$ cat config.mk
export PLATFORM = sky130hd
export DESIGN_NAME = writeback_stage
export DESIGN_NICKNAME = d
export VERILOG_FILES = /design/src/rtl/writeback_stage.sv
export SDC_FILE = /design/constraint.sdc
export NUM_CORES = 1
export LEC_CHECK = 0
export CORE_UTILIZATION = 39
export DETAILED_ROUTE_END_ITERATION = 7
export GPL_ROUTABILITY_DRIVEN = 1
export PLACE_DENSITY = 0.89
export SYNTH_ARGS = -nofsm -noshare
export SYNTH_HDL_FRONTEND = slang
export SYNTH_SLANG_ARGS = --single-unit
$ cat constraint.sdc
create_clock -name clock -period 1.53 [get_ports clock]
set_input_delay 0.459 -clock clock [delete_from_list [all_inputs] [get_ports clock]]
set_output_delay 0.459 -clock clock [all_outputs]
set_load 0.1 [all_outputs]
$ cat src/rtl/writeback_stage.sv
// Write-back stage: takes completed instructions, waits on data memory for
// loads, size-extends load data and drives the register file write port.
//
// Ports:
//   clock, nReset       clock and asynchronous active-low reset
//   inValid / inReady   instruction handshake from execute/memory
//   inRegWrite          instruction writes a destination register
//   inMemToReg          result comes from data memory (load)
//   inLoadSize          00 word, 01 half zero-ext, 10 byte zero-ext, 11 word
//   inDestReg           destination register index
//   inAluResult         result for non-load instructions
//   memReadValid/Data   load data return from data memory
//   regWrite            register file write enable (one cycle per write)
//   writeRegister/Data  register file write address and data
//   pendingValid/Reg    outstanding destination for hazard detection
//   memError            one-cycle pulse when a load times out
module writeback_stage #(
    parameter int         MEM_TIMEOUT = 15,
    parameter logic [4:0] ZERO_REG    = 5'd31
) (
    input  logic        clock,
    input  logic        nReset,
    input  logic        inValid,
    output logic        inReady,
    input  logic        inRegWrite,
    input  logic        inMemToReg,
    input  logic [1:0]  inLoadSize,
    input  logic [4:0]  inDestReg,
    input  logic [31:0] inAluResult,
    input  logic        memReadValid,
    input  logic [31:0] memReadData,
    output logic        regWrite,
    output logic [4:0]  writeRegister,
    output logic [31:0] writeData,
    output logic        pendingValid,
    output logic [4:0]  pendingReg,
    output logic        memError
);

    typedef enum logic [1:0] {
        IDLE     = 2'd0,
        WAIT_MEM = 2'd1,
        WRITE    = 2'd2
    } state_t;

    state_t      state_q;
    state_t      state_d;
    logic [7:0]  cnt_q;
    logic        cap_rw;
    logic [1:0]  cap_size;
    logic        xfer;
    logic        expire;
    logic        dest_live;
    logic [31:0] ext_data;

    assign xfer      = inValid && inReady;
    assign dest_live = cap_rw && (pendingReg != ZERO_REG);

    // Expiry is the last waiting cycle with no data; data in that
    // same cycle takes priority.
    assign expire = (state_q == WAIT_MEM) && !memReadValid &&
                    (cnt_q == 8'(MEM_TIMEOUT - 1));

    always_comb begin
        ext_data = memReadData;
        unique case (cap_size)
            2'b01:   ext_data = {16'b0, memReadData[15:0]};
            2'b10:   ext_data = {24'b0, memReadData[7:0]};
            default: ext_data = memReadData;
        endcase
    end

    // State register
    always_ff @(posedge clock or negedge nReset) begin
        if (!nReset) state_q <= IDLE;
        else         state_q <= state_d;
    end

    // Next-state logic
    always_comb begin
        state_d = IDLE;
        unique case (state_q)
            IDLE, WRITE: begin
                if (xfer) begin
                    if (inMemToReg)      state_d = WAIT_MEM;
                    else if (inRegWrite) state_d = WRITE;
                    else                 state_d = IDLE;
                end
            end
            WAIT_MEM: begin
                if (memReadValid) state_d = cap_rw ? WRITE : IDLE;
                else if (expire)  state_d = IDLE;
                else              state_d = WAIT_MEM;
            end
            default: state_d = IDLE;
        endcase
    end

    // Outputs decoded from state
    always_comb begin
        inReady      = (state_q != WAIT_MEM);
        regWrite     = (state_q == WRITE) && dest_live;
        pendingValid = (state_q != IDLE) && dest_live;
    end

    // Captured fields, write port registers and timeout counter
    always_ff @(posedge clock or negedge nReset) begin
        if (!nReset) begin
            cnt_q         <= 8'd0;
            cap_rw        <= 1'b0;
            cap_size      <= 2'b00;
            pendingReg    <= 5'd0;
            writeRegister <= 5'd0;
            writeData     <= 32'd0;
            memError      <= 1'b0;
        end else begin
            memError <= expire;
            if (xfer) begin
                cap_rw     <= inRegWrite;
                cap_size   <= inLoadSize;
                pendingReg <= inDestReg;
                cnt_q      <= 8'd0;
                if (!inMemToReg && inRegWrite) begin
                    writeRegister <= inDestReg;
                    writeData     <= inAluResult;
                end
            end else if (state_q == WAIT_MEM) begin
                if (memReadValid) begin
                    if (cap_rw) begin
                        writeRegister <= pendingReg;
                        writeData     <= ext_data;
                    end
                end else begin
                    cnt_q <= cnt_q + 8'd1;
                end
            end
        end
    end

endmodule

After elaboration in Yosys (flattened, before gate mapping)
Cells that the tools add are included.
- add/sub/neg operators: 1
- equal/unequal tests: 9
- multiplexer cells: 21
- reduce and logical (&&, ||, !) cells: 17
- operators with widths (kind ; number):
    32-bit two-way mux ; 5
    32-bit one-hot mux with 2 select lines ; 1
    5-bit two-way mux ; 5
    8-bit two-way mux ; 3
    2-bit two-way mux ; 5
    8-bit by 1-bit adder with 8-bit output, second input constant ; 1
    8-bit by 4-bit equality test with 1-bit output, second input constant ; 1
    2-bit nonzero test ; 4
    1-bit logical AND ; 7
    2-bit by 1-bit inequality test with 1-bit output, second input constant ; 3
    5-bit inequality test, second input constant ; 1
    2-bit by 1-bit equality test with 1-bit output, second input constant ; 2
    2-bit equality test, second input constant ; 2
    2-bit one-hot mux with 2 select lines ; 1
    4-bit AND reduction ; 1
    1-bit zero test ; 2
    2-bit zero test ; 1
    2-bit AND reduction ; 1
    2-bit OR reduction ; 1
    1-bit two-way mux ; 1
- register bits after elaboration: 56
- input port bits: 77

Longest topological paths before layout
- depth after elaboration: 6
- gate-level depth with buffers: 7
- mapped depth without buffers: 5

Worst setup path after synthesis
No wires, ideal clock.
- path kind: register -> output
- from: reg pendingReg[1]
- to: out regWrite
- arrival: 3261 ps
- required time: 1071 ps
- setup slack: -2190 ps
- stages on the path, launching flop included: 4
- buffers on the path: 0
- cell sequence: dfrtp_1 > nand3_1 > o21ai_0 > nor3b_1
- cells in the longest elaborated chain, start to end: 3
- RTL lines (element ; RTL line ; RTL):
    start: declaration ; 36 ; output logic [4:0] pendingReg,
    start signal: assignment ; 121 ; pendingReg <= inDestReg;
    5-bit inequality test ; 57 ; assign dest_live = cap_rw && (pendingReg != ZERO_REG);
    1-bit logical AND ; 57 ;
    1-bit logical AND ; 102 ; regWrite = (state_q == WRITE) && dest_live;
    end: declaration ; 32 ; output logic regWrite,
No other way between the ends.

Final worst setup path
- from: reg pendingReg[2]
- to: out regWrite
Same word-level chain as after synthesis.

==> flow_summary.yaml <==
pwr:
  clkPwrFrac: 0.085
  internal_power_mw: 4.74
  pwr-share-seq: 0.245
  p_sw_mw: 5.27
  combPwrFrac: 0.671
  p_sw_frac: 0.526
  power.density_mw_per_mm2: 1800
  ir_drop_mv: 0.958
  leakage_nw: 2.13
timing:
  worst_pin_slew_ns: 0.403
  fin_ws_ns: -0.364
  finalHoldViolCount: 0
  hold_slack_ns: 0.127
  setup_violations: 52
  rsz0062_at_grt: "true"
  slew_headroom: 0.731
  slew_viol_final: 0
  clock_skew_ns: 0.00829
  fmax_ghz: 0.528
  period_share: 1.24
  fin_crit_ns: 1.89
synthesis:
  syn-cell-area_sq_mm: 0.00297
  syn_inst: 312
  synth_top_family_by_area: "compound AO/OA/AOI/OAI gates"
  synthArstFlopShare: 1.00
  seq_area_frac_synth: 0.472
  synthSimpleGateAreaFrac: 0.128
  yosys_most_used_dff: "dfrtp_1"
  yosys_warnings: 0
  synth_cell_types: 31
  synth_xor_area_frac: 0
  syn_nets: 392
  muxShareOfSynthArea: 0.00759
  synth_compound_area_frac: 0.315
  synth.avg_cell_area_sq_um: 9.52
  synthAdderAreaFrac: 0.0126
  ys_ff_latch: 56
  synth_edf_count: 0
critical_path:
  crit_chain: "nand3_2 > o21ai_4 > nor3b_4 > buf_12"
  worstPathArrival_ns: 1.43
  critPathLaunchType: "register"
  cp_slowest_cell: "dfrtp_4"
  crit_path_end_kind: "primary output"
  critPathMaxStageDelay_ns: 0.51
  critPathBufInv: 1
  crit_fanout: 2
  crit_family: "flip-flops"
  crit_required_ns: 1.07
  criticalPathCategory: "reg -> out"
die:
  die_area_sq_mm: 0.00797
  die_y_um: 89.3
  die_width_um: 89.3
  start_util: 0.407
  std_cell_rows: 31
  pin_count: 123
  core_sq_mm: 0.00729
clock_tree:
  cts_buffer_depth: 2
  insertion_delay_ns: 0.31
  cts-root-buf: "clkbuf_8"
  cts.sinks: 56
  cts_max_level: 2
  cts_tree: "yes"
  cts_buffers: 5
  clk_pin_slew_ns: 0.11
routing:
  ant_nets: 0
  postRouteWirelength_um: 11900
  vias: 3496
  avgViaCountPerCell: 6.38
  dr.pass1.iters: 5
  drc: 0
  wl_per_cell_um: 21.8
  drt_iter0_drc: 307
layout:
  n_antenna_cell: 0
  final_util: 0.761
  seqCellArea_sq_mm: 0.00142
  multi_input_area_sq_mm: 0.00166
  syn_to_final_growth_pct: 86.9
  nNetsFinal: 528
  final_layout_size_suffix_gt1_frac: 0.354
  n_fill_cell: 445
min_path:
  min_path_type: "in -> async"
job:
  maxCapViolations: 0
global_route:
  grt_pass1_vias: 3387
  antenna_found_initial: 0
  grt_max_degree: 59
  grt.total_usage: 0.275
  grt_pass1_wl_um: 16800
  grt-ovfl-total: 0
run_status:
  violations: "negative setup slack"
  outcome: "finished, violations left"
placement:
  io_buffers: 122
  gp_congestion: 0.794
  hpwl_um: 7110
[flip-flops by register name, summed over array words and instances (netlist names)]
signal,count
cap_size,2
writeRegister,5
memError,1
state_q,2
writeData,32
pendingReg,5
cap_rw,1
cnt_q,8
[Yosys cell counts (3+ instances only)]
library cell | count | area share
a21oi_1 | 6 | 0.010
buf_1 | 6 | 0.0076
nand2_1 | 10 | 0.013
nand3_1 | 42 | 0.071
or3_1 | 3 | 0.0063
nor2_1 | 3 | 0.0038
o211ai_1 | 18 | 0.046
a311oi_1 | 37 | 0.11
o21ai_0 | 21 | 0.035
clkbuf_1 | 26 | 0.033
ha_1 | 3 | 0.013
o221ai_1 | 8 | 0.024
dfrtp_1 | 56 | 0.47
inv_1 | 5 | 0.0063
or4_1 | 3 | 0.0076
buf_2 | 10 | 0.017
a31oi_1 | 37 | 0.078
[metrics by stage]
stage	cells	TNS (ns)	power [mW]	area, sq um	setup WS (ns)
finish	548	-4.26	10.0	5550	-0.364
global route	548	-7.10	10.3	5550	-0.407
CTS	547	-4.37	9.79	5380	-0.344
detailed placement	531	-20.88	8.80	5030	-0.513
global placement	531	-18.90	8.69	5030	-0.456
floorplan	312	-1.17	6.11	3050	-0.597
[routing by layer]
layer | global-route usage | vias up | share of wire | routed length [um]
li1 | - | 1526 | - | -
met1 | 0.335 | 1708 | 0.37 | 4460
met2 | 0.475 | 221 | 0.52 | 6160
met3 | 0.0683 | 41 | 0.080 | 958
met4 | 0.0967 | 0 | 0.030 | 363
met5 | 0 | - | 0 | 0
[power groups by stage]
stage / Sequential, mW / Clock (mW) / Combinational (mW)
after detailed placement: 2.43 / 0 / 6.37
after global routing: 2.50 / 0.904 / 6.90
after floorplan: 5.15 / 0 / 0.964
final: 2.45 / 0.847 / 6.72
after CTS: 2.41 / 0.840 / 6.54
after global placement: 2.40 / 0 / 6.29
[cell usage in the layout, fill, tap and decap left out, drive strengths merged, types with 2 or more instances in the layout]
cell type	netlist	layout
a21oi	6	6
a311oi	37	37
a31o	2	2
a31oi	37	37
buf	16	95
bufbuf	0	2
clkbuf	26	6
clkdlybuf4s50	0	73
dfrtp	56	56
ha	3	3
inv	6	6
mux2	2	2
nand2	10	10
nand3	42	42
nor2	3	3
nor2b	2	2
o211ai	18	18
o21ai	21	21
o221ai	8	8
o31ai	2	2
or3	3	3
or4	3	3
[cells by family after synthesis]
group,after synthesis
compound gates,132
simple gates,71
flops,56
buf+inv,48
fa+ha+maj,3
mux,2
[cell type report]
class / count / share of cell area
Multi-Input combinational cell: 208 / 0.298
Clock inverter: 2 / 0.00293
Tap cell: 99 / 0.0223
Timing Repair Buffer: 171 / 0.403
Inverter: 6 / 0.00451
Clock buffer: 6 / 0.0131
Sequential cell: 56 / 0.256
[path summary, 6_finish.rpt]
check,end,slack (ns),from,cells past startpoint
max in group asynchronous,pendingReg[4],1.11,nReset,2
worst min register to register,cap_size[0],0.56,cap_size[0],1
min in group clock,cap_size[0],0.56,cap_size[0],1
worst max register to register,cnt_q[3],-0.17,state_q[1],5
worst max-delay path,regWrite,-0.36,pendingReg[2],4
worst min-delay path,writeData[3],0.13,nReset,2
[what timing repair did]
item | in CTS | in global routing
pin swaps | 13 | 10
gates resized for setup | 33 | 35
cloned | 2 | 0
hold buffers | 0 | 0
setup buffers | 6 | 3
setup endpoints to repair | 55 | 57
(Power assumes the default switching activity.)
